`src/rtl/data_bus_arbiter_pkg.sv`:
```
// -----------------------------------------------------------------------------
// data_bus_pkg
// Shared constants for the CPU/DMA data-bus arbiter: FSM state encoding,
// default bus widths and counter widths.
// No ports (package).
// -----------------------------------------------------------------------------
package data_bus_pkg;

  // Arbiter FSM states
  localparam logic [0:0] S_SHARE = 1'b0;
  localparam logic [0:0] S_BURST = 1'b1;

  // Default bus geometry
  localparam int DEF_AW = 16;
  localparam int DEF_DW = 16;

  // Starvation counter holds 0..MAX_STARVE (MAX_STARVE <= 15)
  localparam int STARVE_W = 4;

  // Burst beat counter holds 0..MAX_BURST-1 (MAX_BURST <= 255)
  localparam int BURST_W = 8;

endpackage

```
`src/rtl/data_bus_arbiter_if.sv`:
```
// -----------------------------------------------------------------------------
// data_bus_arbiter_if
// Bundles the CPU (m0), DMA (m1) and crossbar-side (s_*) signals of the
// data-bus arbiter.
//   modport slave  : the arbiter's view (takes requests, drives grants/slave bus)
//   modport master : the environment's view (drives requests, returns s_rdata)
// Parameters: AW address width, DW data width.
// -----------------------------------------------------------------------------
interface data_bus_arbiter_if
  import data_bus_pkg::*;
#(
  parameter int AW = DEF_AW,
  parameter int DW = DEF_DW
);
  // CPU data port
  logic          m0_req;
  logic [AW-1:0] m0_addr;
  logic          m0_wen;
  logic [DW-1:0] m0_wdata;
  logic [DW-1:0] m0_rdata;
  logic          m0_stall;
  // DMA master
  logic          m1_req;
  logic          m1_lock;
  logic [AW-1:0] m1_addr;
  logic          m1_wen;
  logic [DW-1:0] m1_wdata;
  logic          m1_gnt;
  logic [DW-1:0] m1_rdata;
  logic          m1_rvalid;
  // Crossbar side
  logic [AW-1:0] s_addr;
  logic          s_wen;
  logic [DW-1:0] s_wdata;
  logic [DW-1:0] s_rdata;

  modport slave (
    input  m0_req, m0_addr, m0_wen, m0_wdata,
    output m0_rdata, m0_stall,
    input  m1_req, m1_lock, m1_addr, m1_wen, m1_wdata,
    output m1_gnt, m1_rdata, m1_rvalid,
    output s_addr, s_wen, s_wdata,
    input  s_rdata
  );

  modport master (
    output m0_req, m0_addr, m0_wen, m0_wdata,
    input  m0_rdata, m0_stall,
    output m1_req, m1_lock, m1_addr, m1_wen, m1_wdata,
    input  m1_gnt, m1_rdata, m1_rvalid,
    input  s_addr, s_wen,
    input  s_wdata,
    output s_rdata
  );

endinterface

```
`src/rtl/data_bus_arbiter_mux.sv`:
```
// -----------------------------------------------------------------------------
// bus_master_mux
// Combinational select of the crossbar address/write-enable/write-data from
// the two masters according to the grant.
//   i_gnt0/i_gnt1          : grants (at most one high)
//   i_m0_* / i_m1_*        : master address, write enable, write data
//   o_addr/o_wen/o_wdata   : crossbar-side signals
// -----------------------------------------------------------------------------
module bus_master_mux
  import data_bus_pkg::*;
#(
  parameter int AW = DEF_AW,
  parameter int DW = DEF_DW
) (
  input  logic          i_gnt0,
  input  logic          i_gnt1,
  input  logic [AW-1:0] i_m0_addr,
  input  logic          i_m0_wen,
  input  logic [DW-1:0] i_m0_wdata,
  input  logic [AW-1:0] i_m1_addr,
  input  logic          i_m1_wen,
  input  logic [DW-1:0] i_m1_wdata,
  output logic [AW-1:0] o_addr,
  output logic          o_wen,
  output logic [DW-1:0] o_wdata
);

  always_comb begin
    o_addr  = i_m0_addr;
    o_wdata = i_m0_wdata;
    if (i_gnt1) begin
      o_addr  = i_m1_addr;
      o_wdata = i_m1_wdata;
    end
    // Write enable is qualified by the grant so an idle cycle never writes
    o_wen = (i_gnt0 & i_m0_wen) | (i_gnt1 & i_m1_wen);
  end

endmodule

```
`src/rtl/data_bus_arbiter.sv`:
```
// -----------------------------------------------------------------------------
// data_bus_arbiter
// Shares the single data-memory port between the CPU data port (m0, fixed
// priority) and a DMA master (m1). A starvation counter forces a DMA grant
// after MAX_STARVE consecutive denials; a locked burst lets the DMA hold the
// port for up to MAX_BURST consecutive beats.
//   clk  : system clock (clk_soc)
//   rst  : synchronous reset, active-high
//   bus  : data_bus_arbiter_if.slave (m0_*, m1_*, s_* signals)
// Memory is async-read / write-at-edge, so a granted beat completes in the
// grant cycle. DMA read data is registered and returned one cycle later.
// -----------------------------------------------------------------------------
module data_bus_arbiter
  import data_bus_pkg::*;
#(
  parameter int AW         = DEF_AW,
  parameter int DW         = DEF_DW,
  parameter int MAX_STARVE = 4,
  parameter int MAX_BURST  = 8
) (
  input  logic                 clk,
  input  logic                 rst,
  data_bus_arbiter_if.slave    bus
);

  localparam logic [STARVE_W-1:0] STARVE_LIM = STARVE_W'(MAX_STARVE);
  localparam logic [BURST_W-1:0]  BURST_LAST = BURST_W'(MAX_BURST - 1);
  localparam bit                  BURST_EN   = (MAX_BURST > 1);

  logic [0:0]          r_state;
  logic [STARVE_W-1:0] r_starve_cnt;
  logic [BURST_W-1:0]  r_burst_cnt;
  logic [DW-1:0]       r_m1_rdata;
  logic                r_m1_rvalid;

  logic                w_starve_hit;
  logic                w_gnt0;
  logic                w_gnt1;
  logic [AW-1:0]       w_s_addr;
  logic                w_s_wen;
  logic [DW-1:0]       w_s_wdata;

  function automatic logic [STARVE_W-1:0] starve_inc(input logic [STARVE_W-1:0] cnt);
    return (cnt == STARVE_LIM) ? cnt : cnt + 1'b1;
  endfunction

  assign w_starve_hit = (r_starve_cnt == STARVE_LIM);

  // Grant decision: combinational from state, counter and requests
  always_comb begin
    w_gnt0 = 1'b0;
    w_gnt1 = 1'b0;
    if (r_state == S_SHARE) begin
      w_gnt0 = bus.m0_req & ~(bus.m1_req & w_starve_hit);
      w_gnt1 = bus.m1_req & ~w_gnt0;
    end else begin
      // Port is owned by the DMA; the CPU waits even if m1 drops its request
      w_gnt1 = bus.m1_req;
    end
  end

  // FSM and counters
  always_ff @(posedge clk) begin
    if (rst) begin
      r_state      <= S_SHARE;
      r_starve_cnt <= '0;
      r_burst_cnt  <= '0;
    end else if (r_state == S_SHARE) begin
      if (w_gnt1 && bus.m1_lock && BURST_EN) begin
        r_state     <= S_BURST;
        r_burst_cnt <= BURST_W'(1);
      end
      if (w_gnt1 || !bus.m1_req) begin
        r_starve_cnt <= '0;
      end else if (w_gnt0) begin
        r_starve_cnt <= starve_inc(r_starve_cnt);
      end
    end else begin
      r_starve_cnt <= '0;
      // In S_BURST every cycle with m1_req is a granted beat, so the
      // beat-count exit only ever fires on a granted beat.
      if (!bus.m1_req || !bus.m1_lock || (r_burst_cnt == BURST_LAST)) begin
        r_state     <= S_SHARE;
        r_burst_cnt <= '0;
      end else begin
        r_burst_cnt <= r_burst_cnt + 1'b1;
      end
    end
  end

  // DMA read return: captured at the grant edge, valid the following cycle
  always_ff @(posedge clk) begin
    if (rst) begin
      r_m1_rdata  <= '0;
      r_m1_rvalid <= 1'b0;
    end else begin
      r_m1_rvalid <= w_gnt1 & ~bus.m1_wen;
      if (w_gnt1 && !bus.m1_wen) begin
        r_m1_rdata <= bus.s_rdata;
      end
    end
  end

  bus_master_mux #(
    .AW (AW),
    .DW (DW)
  ) u_mux (
    .i_gnt0     (w_gnt0),
    .i_gnt1     (w_gnt1),
    .i_m0_addr  (bus.m0_addr),
    .i_m0_wen   (bus.m0_wen),
    .i_m0_wdata (bus.m0_wdata),
    .i_m1_addr  (bus.m1_addr),
    .i_m1_wen   (bus.m1_wen),
    .i_m1_wdata (bus.m1_wdata),
    .o_addr     (w_s_addr),
    .o_wen      (w_s_wen),
    .o_wdata    (w_s_wdata)
  );

  assign bus.s_addr    = w_s_addr;
  assign bus.s_wen     = w_s_wen;
  assign bus.s_wdata   = w_s_wdata;
  assign bus.m0_rdata  = bus.s_rdata;
  assign bus.m0_stall  = bus.m0_req & ~w_gnt0;
  assign bus.m1_gnt    = w_gnt1;
  assign bus.m1_rdata  = r_m1_rdata;
  assign bus.m1_rvalid = r_m1_rvalid;

endmodule

```
`src/flat_wrapper.sv`:
```
// flat-port wrapper written by rule: the top's interface ports become plain ports
module data_bus_arbiter_flat import data_bus_pkg::*;
#(
  parameter int AW         = DEF_AW,
  parameter int DW         = DEF_DW,
  parameter int MAX_STARVE = 4,
  parameter int MAX_BURST  = 8
)
  (clk, rst, bus_m0_req, bus_m0_addr, bus_m0_wen, bus_m0_wdata, bus_m0_rdata, bus_m0_stall, bus_m1_req, bus_m1_lock, bus_m1_addr, bus_m1_wen, bus_m1_wdata, bus_m1_gnt, bus_m1_rdata, bus_m1_rvalid, bus_s_addr, bus_s_wen, bus_s_wdata, bus_s_rdata);
  data_bus_arbiter_if #(.AW(AW), .DW(DW)) bus_i ();
  input  logic clk;
  input  logic rst;
  input wire logic [$bits(bus_i.m0_req)-1:0] bus_m0_req;
  input wire logic [$bits(bus_i.m0_addr)-1:0] bus_m0_addr;
  input wire logic [$bits(bus_i.m0_wen)-1:0] bus_m0_wen;
  input wire logic [$bits(bus_i.m0_wdata)-1:0] bus_m0_wdata;
  output wire logic [$bits(bus_i.m0_rdata)-1:0] bus_m0_rdata;
  output wire logic [$bits(bus_i.m0_stall)-1:0] bus_m0_stall;
  input wire logic [$bits(bus_i.m1_req)-1:0] bus_m1_req;
  input wire logic [$bits(bus_i.m1_lock)-1:0] bus_m1_lock;
  input wire logic [$bits(bus_i.m1_addr)-1:0] bus_m1_addr;
  input wire logic [$bits(bus_i.m1_wen)-1:0] bus_m1_wen;
  input wire logic [$bits(bus_i.m1_wdata)-1:0] bus_m1_wdata;
  output wire logic [$bits(bus_i.m1_gnt)-1:0] bus_m1_gnt;
  output wire logic [$bits(bus_i.m1_rdata)-1:0] bus_m1_rdata;
  output wire logic [$bits(bus_i.m1_rvalid)-1:0] bus_m1_rvalid;
  output wire logic [$bits(bus_i.s_addr)-1:0] bus_s_addr;
  output wire logic [$bits(bus_i.s_wen)-1:0] bus_s_wen;
  output wire logic [$bits(bus_i.s_wdata)-1:0] bus_s_wdata;
  input wire logic [$bits(bus_i.s_rdata)-1:0] bus_s_rdata;
  assign bus_i.m0_req = bus_m0_req;
  assign bus_i.m0_addr = bus_m0_addr;
  assign bus_i.m0_wen = bus_m0_wen;
  assign bus_i.m0_wdata = bus_m0_wdata;
  assign bus_m0_rdata = bus_i.m0_rdata;
  assign bus_m0_stall = bus_i.m0_stall;
  assign bus_i.m1_req = bus_m1_req;
  assign bus_i.m1_lock = bus_m1_lock;
  assign bus_i.m1_addr = bus_m1_addr;
  assign bus_i.m1_wen = bus_m1_wen;
  assign bus_i.m1_wdata = bus_m1_wdata;
  assign bus_m1_gnt = bus_i.m1_gnt;
  assign bus_m1_rdata = bus_i.m1_rdata;
  assign bus_m1_rvalid = bus_i.m1_rvalid;
  assign bus_s_addr = bus_i.s_addr;
  assign bus_s_wen = bus_i.s_wen;
  assign bus_s_wdata = bus_i.s_wdata;
  assign bus_i.s_rdata = bus_s_rdata;
  data_bus_arbiter #(.AW(AW), .DW(DW), .MAX_STARVE(MAX_STARVE), .MAX_BURST(MAX_BURST)) u_core (.clk(clk), .rst(rst), .bus(bus_i));
endmodule
```
`config.mk`:
```
export PLATFORM = sky130hd
export DESIGN_NAME = data_bus_arbiter_flat
export DESIGN_NICKNAME = d
export VERILOG_FILES = /design/src/rtl/data_bus_arbiter_pkg.sv /design/src/rtl/data_bus_arbiter_if.sv /design/src/rtl/data_bus_arbiter_mux.sv /design/src/rtl/data_bus_arbiter.sv /design/src/flat_wrapper.sv
export SDC_FILE = /design/constraint.sdc
export NUM_CORES = 1
export LEC_CHECK = 0
export ABC_AREA = 1
export BUFFER_PORTS_ARGS = -buffer_cell sky130_fd_sc_hd__buf_2
export CORE_UTILIZATION = 36
export CTS_CLUSTER_SIZE = 28
export DETAILED_ROUTE_END_ITERATION = 8
export PLACE_DENSITY = 0.77
export SYNTH_ARGS = -nofsm -noshare
export SYNTH_HDL_FRONTEND = slang
export SYNTH_HIERARCHICAL = 1
export SYNTH_SLANG_ARGS = --single-unit
```
`constraint.sdc`:
```
create_clock -name clk -period 1.6 [get_ports clk]
set_input_delay 0.32 -clock clk [delete_from_list [all_inputs] [get_ports clk]]
set_output_delay 0.32 -clock clk [all_outputs]
set_load 0.05 [all_outputs]
```
==> results of run 1 <==
==> worst reg2reg max path, cell delays in order (launching register included) <==
cell	delay [ns]
dfxtp_2	0.34
inv_2	0.07
ha_4	0.13
nand3_4	0.06
buf_4	0.16
nand2_2	0.15
nand2_2	0.18
nand2_1	0.09
nand2_1	0.06
a21oi_1	0.17
==> report_power, final <==
part	internal, W	switching [W]	total, W
combinational	0.000530	0.000890	0.00142
clock	0.000466	0.000300	0.000766
sequential	0.000775	0.0000137	0.000789
==> layout make-up <==
type | instances | area (um^2) | share of cell area (%)
clock buffer | 7 | 76.3 | 1.88
clock inverter | 1 | 30.0 | 0.738
tap | 70 | 87.6 | 2.15
timing repair inverter | 1 | 11.3 | 0.277
timing repair buffer | 175 | 1400 | 34.5
inverter | 35 | 148 | 3.63
sequential | 30 | 603 | 14.8
multi-input combinational | 244 | 1710 | 42.0
==> worst min-delay path by stage <==
stage	depth (start not counted)	slack (ns)	end	startpoint
4_1_cts	3	0.26	u_core/bus.m1_rdata[11]	bus_s_rdata[11]
2_1_floorplan	1	0.39	u_core/r_burst_cnt[0]	rst
5_1_grt	3	0.28	u_core/bus.m1_rdata[10]	bus_s_rdata[10]
3_5_place_dp	4	0.50	u_core/bus.m1_rdata[11]	u_core/bus.m1_rdata[11]
3_3_place_gp	2	0.49	u_core/r_burst_cnt[1]	u_core/r_burst_cnt[1]
6_report	3	0.26	u_core/bus.m1_rdata[9]	bus_s_rdata[9]
==> layer usage <==
| layer | track usage [%] | wire (um) |
|---|---|---|
| met5 | 0 | 0 |
| met4 | 13.7 | 667 |
| met3 | 5.83 | 729 |
| met2 | 43.4 | 4780 |
| met1 | 23.1 | 3060 |
==> cell usage in the layout (no fill, tap or decap), types with 3 or more instances in the layout <==
master,n
a21oi_1,6
buf_12,3
buf_2,119
buf_4,11
buf_8,36
clkbuf_16,4
clkbuf_8,5
dfxtp_1,28
inv_1,29
inv_2,5
nand2_1,58
nand2_2,36
nand2_4,51
nand2_8,8
nand3_1,16
nor2_1,46
nor2_4,4
==> registers in the layout, summed over array words and instances, names as in the netlist <==
signal and flops:
u_core/r_state 1, u_core/r_starve_cnt 4, u_core/r_burst_cnt 8, u_core/bus.m1_rdata 16
u_core/bus.m1_rvalid 1
==> logic make-up (layout without fill, tap and decap cells) <==
logic type / after synthesis / after routing / share of synthesized area (%)
buf+inv: 64 / 219 / 18.1
xor+xnor: 4 / 4 / 1.73
compound gates: 13 / 13 / 3.83
fa+ha+maj: 3 / 3 / 1.86
flops: 30 / 30 / 29.7
simple gates: 223 / 224 / 44.8
==> repair_timing <==
action | CTS | global route
setup endpoints to repair | 35 | 38
setup buffers | 3 | 2
cloned | 1 | 5
gates resized for setup | 121 | 50
pin swaps | 2 | 8
==> stage by stage <==
step | setup slack, ns | power (W)
after global routing | -0.686 | 0.00306
after CTS | -0.501 | 0.00282
after global placement | -0.330 | 0.00184
after detailed placement | -0.353 | 0.00186
after floorplan | -0.364 | 0.00163
final | -0.639 | 0.00298
==> results.yml, run 1 <==
sta:
  tightest_slew_ns: 0.270
  finalSetupViolCount: 35
  hold_viol_final: 0
  setup-tns-final_ns: -21.06
  fin_skew_ns: 0.00420
  grt_setup_unrepaired: "true"
  timing.hold.ws_ns: 0.263
  slew_violations: 0
  setup_ws_ns: -0.639
  max_slew_margin_pct: 81.9
  period_share_pct: 140
  finalCriticalPeriod_ns: 2.24
  timing.fmax_mhz: 447
worst_setup_path:
  path_max_fanout: 5
  path_delay_family: "buffers and inverters"
  startpoint_type: "flop"
  crit_start: "u_core/r_starve_cnt[0]"
  arrival_ns: 1.92
  timing.rr.start: "u_core/r_starve_cnt[0]"
  crit_slowest_cell: "dfxtp_2"
  ff2ff_setup_slack_ns: 0.10
  rr_endpoint: "u_core/r_burst_cnt[0]"
  cpMostUsedCell: "inv_2"
  reg2regPathDepth: 9
  crit_path_end_kind: "primary output"
  critical_path_required_ns: 1.28
  path_depth: 11
  crit_chain: "inv_2 -> ha_4 -> nand3_4 -> o21ai_2 -> inv_2 -> nor2_4 -> clkbuf_16 -> buf_12 -> nand2_4 -> nand2_8 -> buf_8"
  slowest_delay_ns: 0.34
  cp-endpoint: "bus_s_addr[11]"
  worst-setup-path-type: "reg2out"
  path_buf_inv: 5
die:
  rows: 26
  dieArea_mm2: 0.00592
  core_mm2: 0.00527
  initial_utilization_pct: 38.4
  die_w_um: 77.0
  die_h_um: 77.0
  io_pins: 155
clock_tree:
  clock_latency_ns: 0.29
  postCtsHoldBufs: 0
  cts-htree-levels: 2
  clockRootBuffer: "clkbuf_8"
  cts_buffers: 5
  clockBufferDepth: 2
  clock_sinks: 30
  clk_pin_slew_ns: 0.07
  cts_tree: "done"
detailed_routing:
  vias: 2797
  drc: 0
  ant_nets: 0
  first_pass_iters: 4
  vias_per_cell: 4.97
  wl_mm: 9.24
  wl_per_cell_um: 16.4
  initialDrtViolationCount: 161
logic_synthesis:
  async_reset_ff_share_pct: 0
  synth_seq_cells: 30
  yosysTopAreaCell: "dfxtp_1"
  synth_top_area_share_pct: 29.7
  yosysMostFrequentCell: "nand2_1"
  synth_area_leaders: "dfxtp_1 (30%), nand2_1 (28%), nor2_1 (8.9%), buf_4 (7.4%), inv_1 (5.9%)"
  synth_common_cells: "nand2_1 (150), nor2_1 (48), inv_1 (32), dfxtp_1 (30), buf_4 (20)"
  syn-num-nets: 427
  syn-instance-count: 337
  synth_edf_count: 0
  ys_seq_area_share_pct: 29.7
  synth_flop_cell: "dfxtp_1"
  synth.avg_cell_area_um2: 6.00
  synth_area_mm2: 0.00202
  ys_warn_count: 6
  synth_cell_types: 24
global_routing:
  grt_pass1_wl_mm: 11.1
  grt_pass1_vias: 2627
  grt_max_degree: 34
  antenna_found_initial: 0
  grt_overflow: 0
  track_usage_pct: 23.3
placement:
  numPortBuffers: 154
  place_area_mm2: 0.00319
  dp.cells: 546
  dp_hpwl_mm: 4.68
  gp_congestion: 0.817
final_layout:
  drive_gt1_share_pct: 60.0
  final_cells: 563
  nNetsFinal: 582
  fillerInstances: 338
  area_delta_synth_final_pct: 101
  diodes: 0
  final_util_pct: 77.2
  finalInstanceArea_mm2: 0.00407
power_and_ir_drop:
  leakage_nw: 2.16
  power_per_cell_area_mw_per_mm2: 731
  vdd_drop_max_uv: 448
status:
  violations: "negative setup slack"
  status: "complete, but fails checks"
worst_hold_path:
  hold_class: "in2reg"
flow_run:
  maxCapViolCount: 0
Note: power is estimated with default switching activity, not from simulation.
==> inputs of run 2 (changes only) <==
- CORE_ASPECT_RATIO: unset -> 0.8
==> results.yml, run 2 (synthesis gave the netlist of run 1 again) <==
status:
  status: "complete, but fails checks"
  violations: "negative setup slack"
clock_tree:
  clockBufferDepth: 2
  cts_tree: "done"
  clockRootBuffer: "clkbuf_8"
  cts_buffers: 5
  clk_pin_slew_ns: 0.07
  postCtsHoldBufs: 0
  clock_latency_ns: 0.27
  clock_sinks: 30
  cts-htree-levels: 2
die:
  core_mm2: 0.00544
  rows: 24
  initial_utilization_pct: 37.2
  die_w_um: 85.8
  dieArea_mm2: 0.00593
  io_pins: 155
  die_h_um: 69.1
final_layout:
  multi_input_area_mm2: 0.00167
  fillerInstances: 379
  layout_commonest_cell: "buf_2"
  drive_gt1_share_pct: 56.5
  final_util_pct: 72.8
  final_cell_mix: "buf_2 (119), nand2_1 (76), nand2_4 (51)"
  diodes: 0
  largest_register_ffs: 16
  nNetsFinal: 583
  seq_area_um2: 603
  area_delta_synth_final_pct: 95.6
flow_run:
  maxCapViolCount: 0
sta:
  period_share_pct: 133
  fin_skew_ns: 0.00668
  finalCriticalPeriod_ns: 2.13
  timing.fmax_mhz: 469
  max_slew_margin_pct: 82.1
  tightest_slew_ns: 0.269
  grt_setup_unrepaired: "true"
  hold_viol_final: 0
  finalSetupViolCount: 35
  setup_ws_ns: -0.534
  slew_violations: 0
worst_setup_path:
  crit_chain: "inv_2 -> ha_4 -> nand3_2 -> o21ai_1 -> inv_1 -> nor2_4 -> buf_12 -> inv_8 -> buf_12 -> nand2_2 -> nand2_4 -> buf_6"
  worst-setup-path-type: "reg2out"
  crit_slowest_cell: "dfxtp_2"
  critical_path_required_ns: 1.28
  ff2ff_setup_slack_ns: 0.17
  startpoint_type: "flop"
  cpMostUsedCell: "buf_12"
  crit_path_end_kind: "primary output"
  arrival_ns: 1.81
  path_max_fanout: 9
  slowest_delay_ns: 0.32
power_and_ir_drop:
  vdd_drop_max_uv: 372
  p_total_w: 0.00286
  power_per_cell_area_mw_per_mm2: 722
  leakage_nw: 2.07
detailed_routing:
  first_pass_iters: 4
  wl_per_cell_um: 14.6
  drc: 0
  ant_nets: 0
  initialDrtViolationCount: 92
  vias: 2659
  vias_per_cell: 4.65
  wl_mm: 8.33
global_routing:
  antenna_found_initial: 0
  grt_pass1_wl_mm: 12.3
  top_usage_layer: "met2"
  track_usage_pct: 26.2
  grt_overflow: 0
  grtUsageMet1_pct: 25.5
  grt_use_met3_pct: 8.38
  grt_use_met2_pct: 48.6
  grt_max_degree: 34
  grt_pass1_vias: 2746
placement:
  dp_hpwl_mm: 4.99
  gp_congestion: 0.861
  numPortBuffers: 154
worst_hold_path:
  hold_class: "in2reg"
==> run 2: worst paths after layout <==
path | start | to | cells past startpoint
max | u_core/r_starve_cnt[1] | bus_s_addr[14] | 12
min | bus_s_rdata[5] | u_core/bus.m1_rdata[5] | 3
max reg2reg | u_core/r_starve_cnt[1] | u_core/bus.m1_rdata[10] | 9
min reg2reg | u_core/bus.m1_rdata[14] | u_core/bus.m1_rdata[14] | 4
==> run 2: critical path: cells and delay by family, from the launching register on <==
| family | cells | cell delay [ns] |
|---|---|---|
| AO/OA/AOI/OAI | 1 | 0.11 |
| adder cells (fa/ha/maj) | 1 | 0.13 |
| buffers and inverters | 6 | 0.63 |
| flip-flops | 1 | 0.32 |
| AND/OR/NAND/NOR | 4 | 0.34 |
==> run 2: layer usage <==
| layer | wire, um | share of wire, % | up-vias |
|---|---|---|---|
| met5 | 0 | 0 | - |
| met4 | 396 | 4.8 | 0 |
| met2 | 4340 | 52 | 119 |
| li1 | - | - | 1304 |
| met1 | 2940 | 35 | 1200 |
| met3 | 654 | 7.8 | 36 |
==> run 2: through the flow <==
stage	TNS (ns)	hold slack (ns)	setup slack [ns]	cell area (um^2)	std cells
2_1_floorplan	-11.75	0.389	-0.364	2480	337
3_3_place_gp	-8.93	0.491	-0.285	3290	559
3_5_place_dp	-10.0	0.498	-0.317	3290	559
4_1_cts	-16.24	0.285	-0.498	3870	571
5_1_grt	-21.02	0.287	-0.640	3960	572
6_report	-17.17	0.287	-0.534	3960	572
==> run 2: power breakdown <==
part | internal, W | leakage [nW] | switching (W)
sequential | 0.000775 | 0.245 | 0.0000139
combinational | 0.000509 | 1.77 | 0.000860
clock | 0.000434 | 0.0575 | 0.000267
==> run 2: layout make-up <==
type | count | area share (%)
clock buffers | 8 | 2.78
inverters | 35 | 3.51
multi-input cells | 244 | 42.1
flip-flops and latches | 30 | 15.2
well taps | 78 | 2.47
repair buffers | 177 | 33.9
==> run 2: timing repair <==
action / in CTS / in global routing
pin swaps: 4 / 2
endpoints found under the setup margin: 35 / 46
cloned: 1 / 1
buffers inserted: 4 / 2
gates resized for setup: 117 / 18
==> inputs of run 3 (changes only) <==
- CORE_UTILIZATION: 36 -> 35
- SETUP_SLACK_MARGIN: unset -> 0.1
- SYNTH_HIERARCHICAL: 1 -> unset
==> results.yml, run 3 <==
logic_synthesis:
  synth_area_leaders: "dfxtp_1 (33%), nand2_1 (24%), nor2_1 (9.5%), buf_4 (6.6%), nand3_1 (5.8%)"
  ys_seq_area_share_pct: 33.0
  ys_warn_count: 0
  syn-num-nets: 389
  synth_area_mm2: 0.00182
  synth_flop_cell: "dfxtp_1"
  synth_compound_area_share_pct: 9.28
  yosysTopAreaCell: "dfxtp_1"
  yosysMostFrequentCell: "nand2_1"
  synthSimpleGateAreaFrac_pct: 40.3
  syn-instance-count: 299
  synth_adder_area_share_pct: 2.06
  synth_seq_cells: 30
  synth_edf_count: 0
  async_reset_ff_share_pct: 0
  synth_top_family_by_area: "simple AND/OR/NAND/NOR gates"
  synthXorXnorAreaFrac_pct: 1.92
  synth_common_cells: "nand2_1 (115), nor2_1 (46), dfxtp_1 (30), nand3_1 (21), o21ai_0 (20)"
  synth.avg_cell_area_um2: 6.09
  synth_cell_types: 20
  synth_top_area_share_pct: 33.0
  synth_mux_area_share_pct: 0
status:
  violations: "negative setup slack"
  status: "complete, but fails checks"
power_and_ir_drop:
  p_total_w: 0.00267
  p_clk_share_pct: 22.9
  p_sw_w: 0.00107
  p_int_w: 0.00160
  power_per_cell_area_mw_per_mm2: 723
  seqPwrFrac_pct: 29.6
  switching_share_pct: 40.1
  leakage_nw: 1.81
  combPwrFrac_pct: 47.5
  vdd_drop_max_uv: 518
final_layout:
  area_delta_synth_final_pct: 103
  nNetsFinal: 544
  layout_commonest_cell: "buf_2"
  largest_register_ffs: 16
  final_cell_mix: "buf_2 (119), nor2_1 (45), nand2_1 (45)"
  diodes: 0
  fillerInstances: 356
  drive_gt1_share_pct: 61.1
  finalInstanceArea_mm2: 0.00370
clock_tree:
  cts_tree: "done"
  postCtsHoldBufs: 0
  clockRootBuffer: "clkbuf_8"
  clock_sinks: 30
  cts-htree-levels: 2
  clockBufferDepth: 2
  clk_pin_slew_ns: 0.06
  clock_latency_ns: 0.27
  cts_buffers: 5
detailed_routing:
  wl_per_cell_um: 12.3
  drc: 0
  vias: 2441
  initialDrtViolationCount: 93
  wl_mm: 6.38
  first_pass_iters: 4
  ant_nets: 0
  vias_per_cell: 4.72
worst_setup_path:
  critical_path_required_ns: 1.28
  worst-setup-path-type: "reg2out"
  path_max_fanout: 8
  arrival_ns: 1.70
  crit_chain: "inv_2 -> ha_4 -> nand3_4 -> a21boi_4 -> buf_4 -> clkbuf_16 -> nand2_1 -> nand2_4 -> buf_6"
  crit_path_end_kind: "primary output"
  startpoint_type: "flop"
  slowest_delay_ns: 0.32
  crit_slowest_cell: "dfxtp_2"
die:
  die_w_um: 82.6
  io_pins: 155
  dieArea_mm2: 0.00550
  core_mm2: 0.00501
  initial_utilization_pct: 36.4
  die_h_um: 66.5
  rows: 23
sta:
  max_slew_margin_pct: 81.1
  grt_setup_unrepaired: "true"
  setup_ws_ns: -0.418
  tightest_slew_ns: 0.283
  hold_viol_final: 0
  finalCriticalPeriod_ns: 2.02
  timing.fmax_mhz: 496
  period_share_pct: 126
  finalSetupViolCount: 52
  fin_skew_ns: 0.00181
  slew_violations: 0
placement:
  numPortBuffers: 154
  place_area_mm2: 0.00296
  dp_hpwl_mm: 4.28
  gp_congestion: 0.813
global_routing:
  antenna_found_initial: 0
  grt_pass1_wl_mm: 8.59
  grt_max_degree: 19
  grt_pass1_vias: 2074
  grt_overflow: 0
  track_usage_pct: 20.2
worst_hold_path:
  hold_class: "in2reg"
flow_run:
  maxCapViolCount: 0
-- run 3: cell type report --
| cell class | count | area, um^2 | share of cell area, % |
|---|---|---|---|
| clock buffer | 7 | 86.3 | 2.34 |
| clock inverter | 1 | 5.00 | 0.135 |
| inverter | 17 | 81.3 | 2.20 |
| multi-input combinational | 224 | 1480 | 40.0 |
| sequential | 30 | 606 | 16.4 |
| tap | 62 | 77.6 | 2.10 |
| timing repair buffer | 175 | 1350 | 36.5 |
| timing repair inverter | 1 | 11.3 | 0.305 |
-- run 3: per-stage QoR --
stage | setup slack [ns] | hold slack [ns] | setup TNS, ns | utilization [%] | instances
floorplan | -0.0642 | 0.418 | -1.57 | - | 299
global placement | -0.173 | 0.460 | -5.69 | 59.2 | 500
detailed placement | -0.208 | 0.470 | -7.05 | 59.2 | 500
CTS | -0.371 | 0.308 | -11.59 | 64.5 | 509
global route | -0.489 | 0.291 | -19.34 | 73.8 | 517
finish | -0.418 | 0.296 | -15.80 | 73.8 | 517
-- run 3: per-layer routing --
layer / vias to the layer above / global-route usage (%) / wire, um
li1: 1234 / - / -
met1: 1126 / 24.6 / 2560
met2: 81 / 34.5 / 3490
met3: 0 / 6.71 / 328
met4: 0 / 3.88 / 0
met5: - / 0 / 0
-- run 3: worst paths after layout --
path	startpoint	to	slack [ns]	depth (start not counted)
max	u_core.r_starve_cnt[1]	bus_s_wdata[14]	-0.42	9
max reg2reg	u_core.r_starve_cnt[1]	u_core.bus.m1_rdata[13]	-0.20	11
min reg2reg	u_core.bus.m1_rdata[10]	u_core.bus.m1_rdata[10]	0.48	2
min	bus_s_rdata[4]	u_core.bus.m1_rdata[4]	0.30	3
-- run 3: worst max-delay path: cells and delay by family (launching register included) --
family                   cells  cell delay [ns]
AO/OA/AOI/OAI                1             0.20
adder cells (fa/ha/maj)      1             0.14
buffers and inverters        4             0.53
flip-flops                   1             0.32
AND/OR/NAND/NOR              3             0.24
-- run 3: logic make-up after synthesis --
family / count (synthesis)
flops: 30
xor+xnor: 4
simple gates: 186
buf+inv: 45
fa+ha+maj: 3
compound gates: 31
-- run 3: what timing repair did --
action / 4_1_cts / 5_1_grt
resized for setup: 59 / 116
gates cloned: 0 / 4
buffers inserted: 1 / 5
setup endpoints to repair: 51 / 57
pin swaps: 0 / 4
-- run 3: power groups by stage --
stage / Clock [W] / Combinational [W] / Sequential, W
final: 0.000613 / 0.00127 / 0.000790
after global routing: 0.000682 / 0.00133 / 0.000794
after CTS: 0.000631 / 0.00107 / 0.000790
after detailed placement: 0 / 0.000990 / 0.000806
after global placement: 0 / 0.000980 / 0.000806
after floorplan: 0 / 0.000673 / 0.000890
